`src/rtl/seq_scan_ctrl.sv`:
```
// Frame sequencer for a serial "110" detector: serializes W-bit words MSB-first,
// resets the detector at frame start and counts its hits. Optional abort input via SCAN_ABORT_EN.
module seq_scan_ctrl #(
  parameter int W  = 8,
  parameter int CW = 4
) (
  input  logic          clk,
  input  logic          rst,
  input  logic          word_valid,
  input  logic [W-1:0]  word_data,
  input  logic          word_last,
  output logic          word_ready,
  output logic          det_rst,
  output logic          det_bit,
  input  logic          det_hit,
  output logic          busy,
  output logic [CW-1:0] hit_count,
  output logic          frame_done,
  output logic          frame_err
`ifdef SCAN_ABORT_EN
  ,
  input  logic          abort
`endif
);

  localparam int IW = $clog2(W);
  localparam logic [CW-1:0] CNT_MAX = {CW{1'b1}};

  localparam logic [2:0] IDLE  = 3'd0;
  localparam logic [2:0] CLEAR = 3'd1;
  localparam logic [2:0] SHIFT = 3'd2;
  localparam logic [2:0] DRAIN = 3'd3;
  localparam logic [2:0] DONE  = 3'd4;

  logic [2:0]    state_reg, state_next;
  logic [W-1:0]  sreg_reg, sreg_next;
  logic [IW-1:0] idx_reg, idx_next;
  logic          last_reg, last_next;
  logic [CW-1:0] cnt_reg, cnt_next;
  logic          err_reg, err_next;
  logic          in_frame;
  logic          abort_hit;
  logic          at_idx0;

  assign in_frame = (state_reg == CLEAR) || (state_reg == SHIFT) || (state_reg == DRAIN);
  assign at_idx0  = (idx_reg == '0);

`ifdef SCAN_ABORT_EN
  assign abort_hit = abort && in_frame;
`else
  assign abort_hit = 1'b0;
`endif

  // Handshake depends on state/index only; the detector cannot stall, so a missed slot is an underrun.
  assign word_ready = (state_reg == IDLE) ||
                      ((state_reg == SHIFT) && at_idx0 && !last_reg && !abort_hit);
  assign det_rst    = rst || (state_reg == CLEAR);
  assign det_bit    = (state_reg == SHIFT) && sreg_reg[W-1];
  assign busy       = (state_reg != IDLE);
  assign frame_done = (state_reg == DONE);
  assign hit_count  = cnt_reg;
  assign frame_err  = err_reg;

  always_comb begin
    state_next = state_reg;
    sreg_next  = sreg_reg;
    idx_next   = idx_reg;
    last_next  = last_reg;
    cnt_next   = cnt_reg;
    err_next   = err_reg;

    // Hits seen in DONE belong to the drain bit and are deliberately dropped.
    if (((state_reg == SHIFT) || (state_reg == DRAIN)) && det_hit && (cnt_reg != CNT_MAX))
      cnt_next = cnt_reg + CW'(1);

    case (state_reg)
      IDLE: begin
        if (word_valid) begin
          sreg_next  = word_data;
          last_next  = word_last;
          cnt_next   = '0;
          err_next   = 1'b0;
          state_next = CLEAR;
        end
      end
      CLEAR: begin
        idx_next   = IW'(W - 1);
        state_next = SHIFT;
      end
      SHIFT: begin
        if (at_idx0) begin
          if (last_reg) begin
            state_next = DRAIN;
          end else if (word_valid) begin
            sreg_next = word_data;
            last_next = word_last;
            idx_next  = IW'(W - 1);
          end else begin
            err_next   = 1'b1;
            state_next = DRAIN;
          end
        end else begin
          sreg_next = {sreg_reg[W-2:0], 1'b0};
          idx_next  = idx_reg - IW'(1);
        end
      end
      DRAIN: state_next = DONE;
      DONE:  state_next = IDLE;
      default: state_next = IDLE;
    endcase

    if (abort_hit) begin
      state_next = DONE;
      err_next   = 1'b1;
      cnt_next   = cnt_reg;
    end
  end

  always_ff @(posedge clk or posedge rst) begin
    if (rst) begin
      state_reg <= IDLE;
      sreg_reg  <= '0;
      idx_reg   <= '0;
      last_reg  <= 1'b0;
      cnt_reg   <= '0;
      err_reg   <= 1'b0;
    end else begin
      state_reg <= state_next;
      sreg_reg  <= sreg_next;
      idx_reg   <= idx_next;
      last_reg  <= last_next;
      cnt_reg   <= cnt_next;
      err_reg   <= err_next;
    end
  end

endmodule
```
`config.mk`:
```
export PLATFORM = sky130hd
export DESIGN_NAME = seq_scan_ctrl
export DESIGN_NICKNAME = d
export VERILOG_FILES = /design/src/rtl/seq_scan_ctrl.sv
export SDC_FILE = /design/constraint.sdc
export NUM_CORES = 1
export LEC_CHECK = 0
export ABC_CLOCK_PERIOD_IN_PS = 1710
export CAP_MARGIN = 40
export CELL_PAD_IN_SITES_DETAIL_PLACEMENT = 2
export CELL_PAD_IN_SITES_GLOBAL_PLACEMENT = 2
export CORE_MARGIN = 5
export CORE_UTILIZATION = 30
export CTS_CLUSTER_SIZE = 20
export DETAILED_ROUTE_END_ITERATION = 8
export PLACE_DENSITY_LB_ADDON = 0.1
export RECOVER_POWER = 50
export SKIP_LAST_GASP = 1
export SLEW_MARGIN = 20
export SYNTH_ARGS = -nofsm -noshare
export SYNTH_HDL_FRONTEND = slang
export SYNTH_SLANG_ARGS = --single-unit
export TNS_END_PERCENT = 100
```
`constraint.sdc`:
```
create_clock -name clk -period 1.71 [get_ports clk]
set_input_delay 0.342 -clock clk [delete_from_list [all_inputs] [get_ports clk]]
set_output_delay 0.342 -clock clk [all_outputs]
set_load 0.05 [all_outputs]
```
==> results of run 1 <==
## layout make-up
class                      instances  area share
timing repair buffer              42      0.2486
clock buffer                       3     0.02572
sequential                        20      0.3118
tap                               48     0.03741
multi-input combinational         88      0.3601
inverter                           7     0.01637
## critical path, cell delays in order (launching register included)
cell,delay [ns]
dfrtp_1,0.37
inv_2,0.08
ha_4,0.14
and2b_1,0.15
nand2_1,0.08
a211oi_2,0.26
buf_12,0.18
## stage by stage
stage	setup WS, ns	utilization	cell area [um^2]	instances
6_report	-0.1453	0.4452	1605	208
5_1_grt	-0.2608	0.4452	1605	208
2_1_floorplan	-0.2592	-	1120	123
3_3_place_gp	-0.01453	0.4133	1490	200
4_1_cts	-0.1537	0.4372	1577	205
3_5_place_dp	-0.08085	0.4133	1490	200
## power groups by stage
stage / clock network [uW] / logic, uW / registers, uW
2_1_floorplan: 0 / 942 / 844
3_5_place_dp: 0 / 1640 / 797
4_1_cts: 328 / 1740 / 801
5_1_grt: 355 / 1930 / 826
3_3_place_gp: 0 / 1550 / 785
6_report: 315 / 1780 / 802
## cell usage in the layout, fill, tap and decap left out, types with 2 or more instances in the layout
cell type,synthesis,final
buf_4,0,22
dfrtp_1,20,20
nor3_1,12,12
clkdlybuf4s50_1,0,11
a31oi_1,10,10
o21ai_1,9,9
nand3_1,9,9
a21oi_1,6,6
inv_1,7,5
nand2_1,5,5
nor2_1,4,3
nand3b_1,3,3
o21ai_0,3,3
or3_1,4,3
clkbuf_8,0,3
buf_12,0,3
buf_6,0,3
nor3b_2,1,2
inv_2,0,2
ha_1,3,2
## metal layers
metal | GRT usage | vias up
met5 | 0 | -
met4 | 0.05637 | 0
met3 | 0.02699 | 4
met2 | 0.2682 | 19
met1 | 0.2133 | 553
li1 | - | 526
## worst max-delay path by stage
stage	from	to	cells past startpoint
after global routing	idx_reg[1]	word_ready	6
after CTS	idx_reg[0]	word_ready	6
after floorplan	idx_reg[0]	word_ready	5
final	idx_reg[1]	word_ready	6
after detailed placement	word_valid	sreg_reg[6]	5
after global placement	word_valid	sreg_reg[6]	5
## repair_timing
| action | 4_1_cts | 5_1_grt |
|---|---|---|
| resized for setup | 10 | 2 |
| buffers inserted | 2 | 3 |
| setup endpoints to repair | 4 | 4 |
| pin swaps | 4 | 1 |
## kinds of logic after synthesis
kind of cell	Yosys count
xor gates and xnor gates	1
DFF	20
AOI/OAI and AO/OA	34
and+or+nand+nor	50
buffers and inverters	15
adders and majority gates	3
==> key figures, run 1 <==
Outcome
  • Status: finished with violations
  • Failing checks: negative setup slack

Synth
  • Yosys reg bits: 20
  • Post-synthesis mux area share: 0
  • Adder-cell share of the synthesized area: 0.03405
  • Cell accounting for the most synthesized area: dfrtp_1
  • Main combinational cell family by area after synthesis: simple AND/OR/NAND/NOR gates
  • Synth top area share: 0.4540
  • Synthesized net count: 139
  • Complex-gate fraction of the synthesized area: 0.1839
  • Post-synth EDFFs: 0
  • Ys async rst share: 1.000
  • Fraction of the mapped netlist area in simple logic gates: 0.2645
  • Synth warnings: 0
  • Most used flip-flop cell after synthesis: dfrtp_1
  • Top-count cell post-synth: dfrtp_1
  • Yosys cell types: 34
  • Syn Inst Count: 123
  • Post-synth top cells: dfrtp_1, nor3_1, a31oi_1
  • Top cells by area, synth: dfrtp_1, a31oi_1, nor3_1
  • Post-Syn Area: 1102 um^2
  • Synth Area in XOR/XNOR: 0.007946
  • Syn Area/Cell: 8.962 um^2
  • Seq/Total Area, Yosys: 0.4540

CTS
  • Worst-Skew Late Latency: 0.26 ns
  • CTS tree: yes
  • Post-CTS Hold Fix Bufs: 0
  • H-tree depth: 1
  • Max clock buf depth: 2
  • CTS root buf: clkbuf_8
  • Clock-pin slew on the worst setup and hold paths: 0.08 ns
  • Num Clock Sinks: 20
  • Total CTS buffers: 3

STA
  • Max_slew headroom: 0.6420
  • Worst clock skew: 0.003833 ns
  • Final Max Tran Viols: 0
  • Minimum clock period: 1.855 ns
  • Fmax: 539.0 MHz
  • Worst-Margin Slew: 0.5370 ns
  • TNS Setup: -0.1676 ns
  • Final hold viol count: 0
  • Final period utilization: 1.085
  • Setup WS post-layout: -0.1453 ns
  • Worst hold margin: 0.5788 ns
  • Final Setup Violations: 2
  • RSZ-0062 raised after global routing: true

Power and ir drop
  • P_int: 1608 uW
  • Leak Pwr: 0.0007000 uW
  • Part of the power in registers: 0.277
  • Clock share of power: 0.109
  • Logic pwr share: 0.614
  • Pwr Total: 2895 uW
  • P per Cell Area: 1803 nW/um^2
  • Sw power: 1287 uW
  • Worst vdd ir: 1095 uV
  • Net Sw Frac: 0.4444

Routing
  • Vias: 1,102
  • Mean routed wirelength per cell: 18.28 um
  • Antenna viol nets, final: 0
  • Met2 wire length: 1.904 mm
  • Initial DRC count: 26
  • Drt drc: 0
  • WL final: 3.803 mm
  • Drt via density: 5.298
  • WL met1: 1.748 mm
  • Met3 WL: 105 um
  • Initial DRT Pass Iterations: 4
  • Uppermost layer routed: met4

Placement
  • Post-DP HPWL: 2.785 mm
  • Port buffer count: 22
  • Final GP Congestion: 0.7904

Worst setup path
  • Reg2reg path depth: 6
  • CP Data Required Time: 1.37 ns
  • Largest fanout on the critical path: 2
  • Crit. End Element: output pin
  • RR Startpoint: state_reg[2]
  • WP data arrival: 1.51 ns
  • Reg2reg end: sreg_reg[6]
  • Crit Path Class: flip-flop to output pin
  • Register-to-register setup slack: 0.06 ns
  • Crit path launch type: flip-flop

Finish
  • Share of layout cells above drive strength 1: 0.2688
  • Area Growth Syn to Fin: 45.63%
  • Area of the multi-input gates: 578.1 um^2
  • Max reg flops: 8
  • Antenna cell count: 0
  • Register Area: 500.5 um^2
  • Fill cell count: 415
  • Nets: 178

Floorplanning
  • Core area: 3606 um^2
  • Starting density of the core: 0.3057
  • DIE WIDTH: 70.62 um
  • Rows: 22
  • Die ar.: 4986 um^2
  • I/O pins: 23
  • Die extent in y: 70.62 um

Worst hold path
  • Min-delay src: sreg_reg[1]
  • Min-Delay Path Class: flip-flop to flip-flop
  • Worst Hold End: sreg_reg[2]
  • Hold Path Cell Cnt: 2

Flow run
  • MaxCap Viol Count: 0

Global routing
  • Vias in the first global route: 1,237
  • Initial antenna violation count: 0
  • First-pass GRT wire length: 6.320 mm
  • GRT Total Usage: 0.1615
  • Largest net degree at the start of global routing: 21
  • GRT overflow: 0
No activity file was read; power rests on OpenSTA's default activity.
==> inputs of run 2 (changes only) <==
--- a/config.mk
+++ b/config.mk
@@ -16,7 +16,6 @@
 export PLACE_DENSITY_LB_ADDON = 0.1
 export RECOVER_POWER = 50
 export SKIP_LAST_GASP = 1
-export SLEW_MARGIN = 20
 export SYNTH_ARGS = -nofsm -noshare
 export SYNTH_HDL_FRONTEND = slang
 export SYNTH_SLANG_ARGS = --single-unit
==> results of run 2 <==
The final DEF is identical to that of run 1; final timing and power are the same.
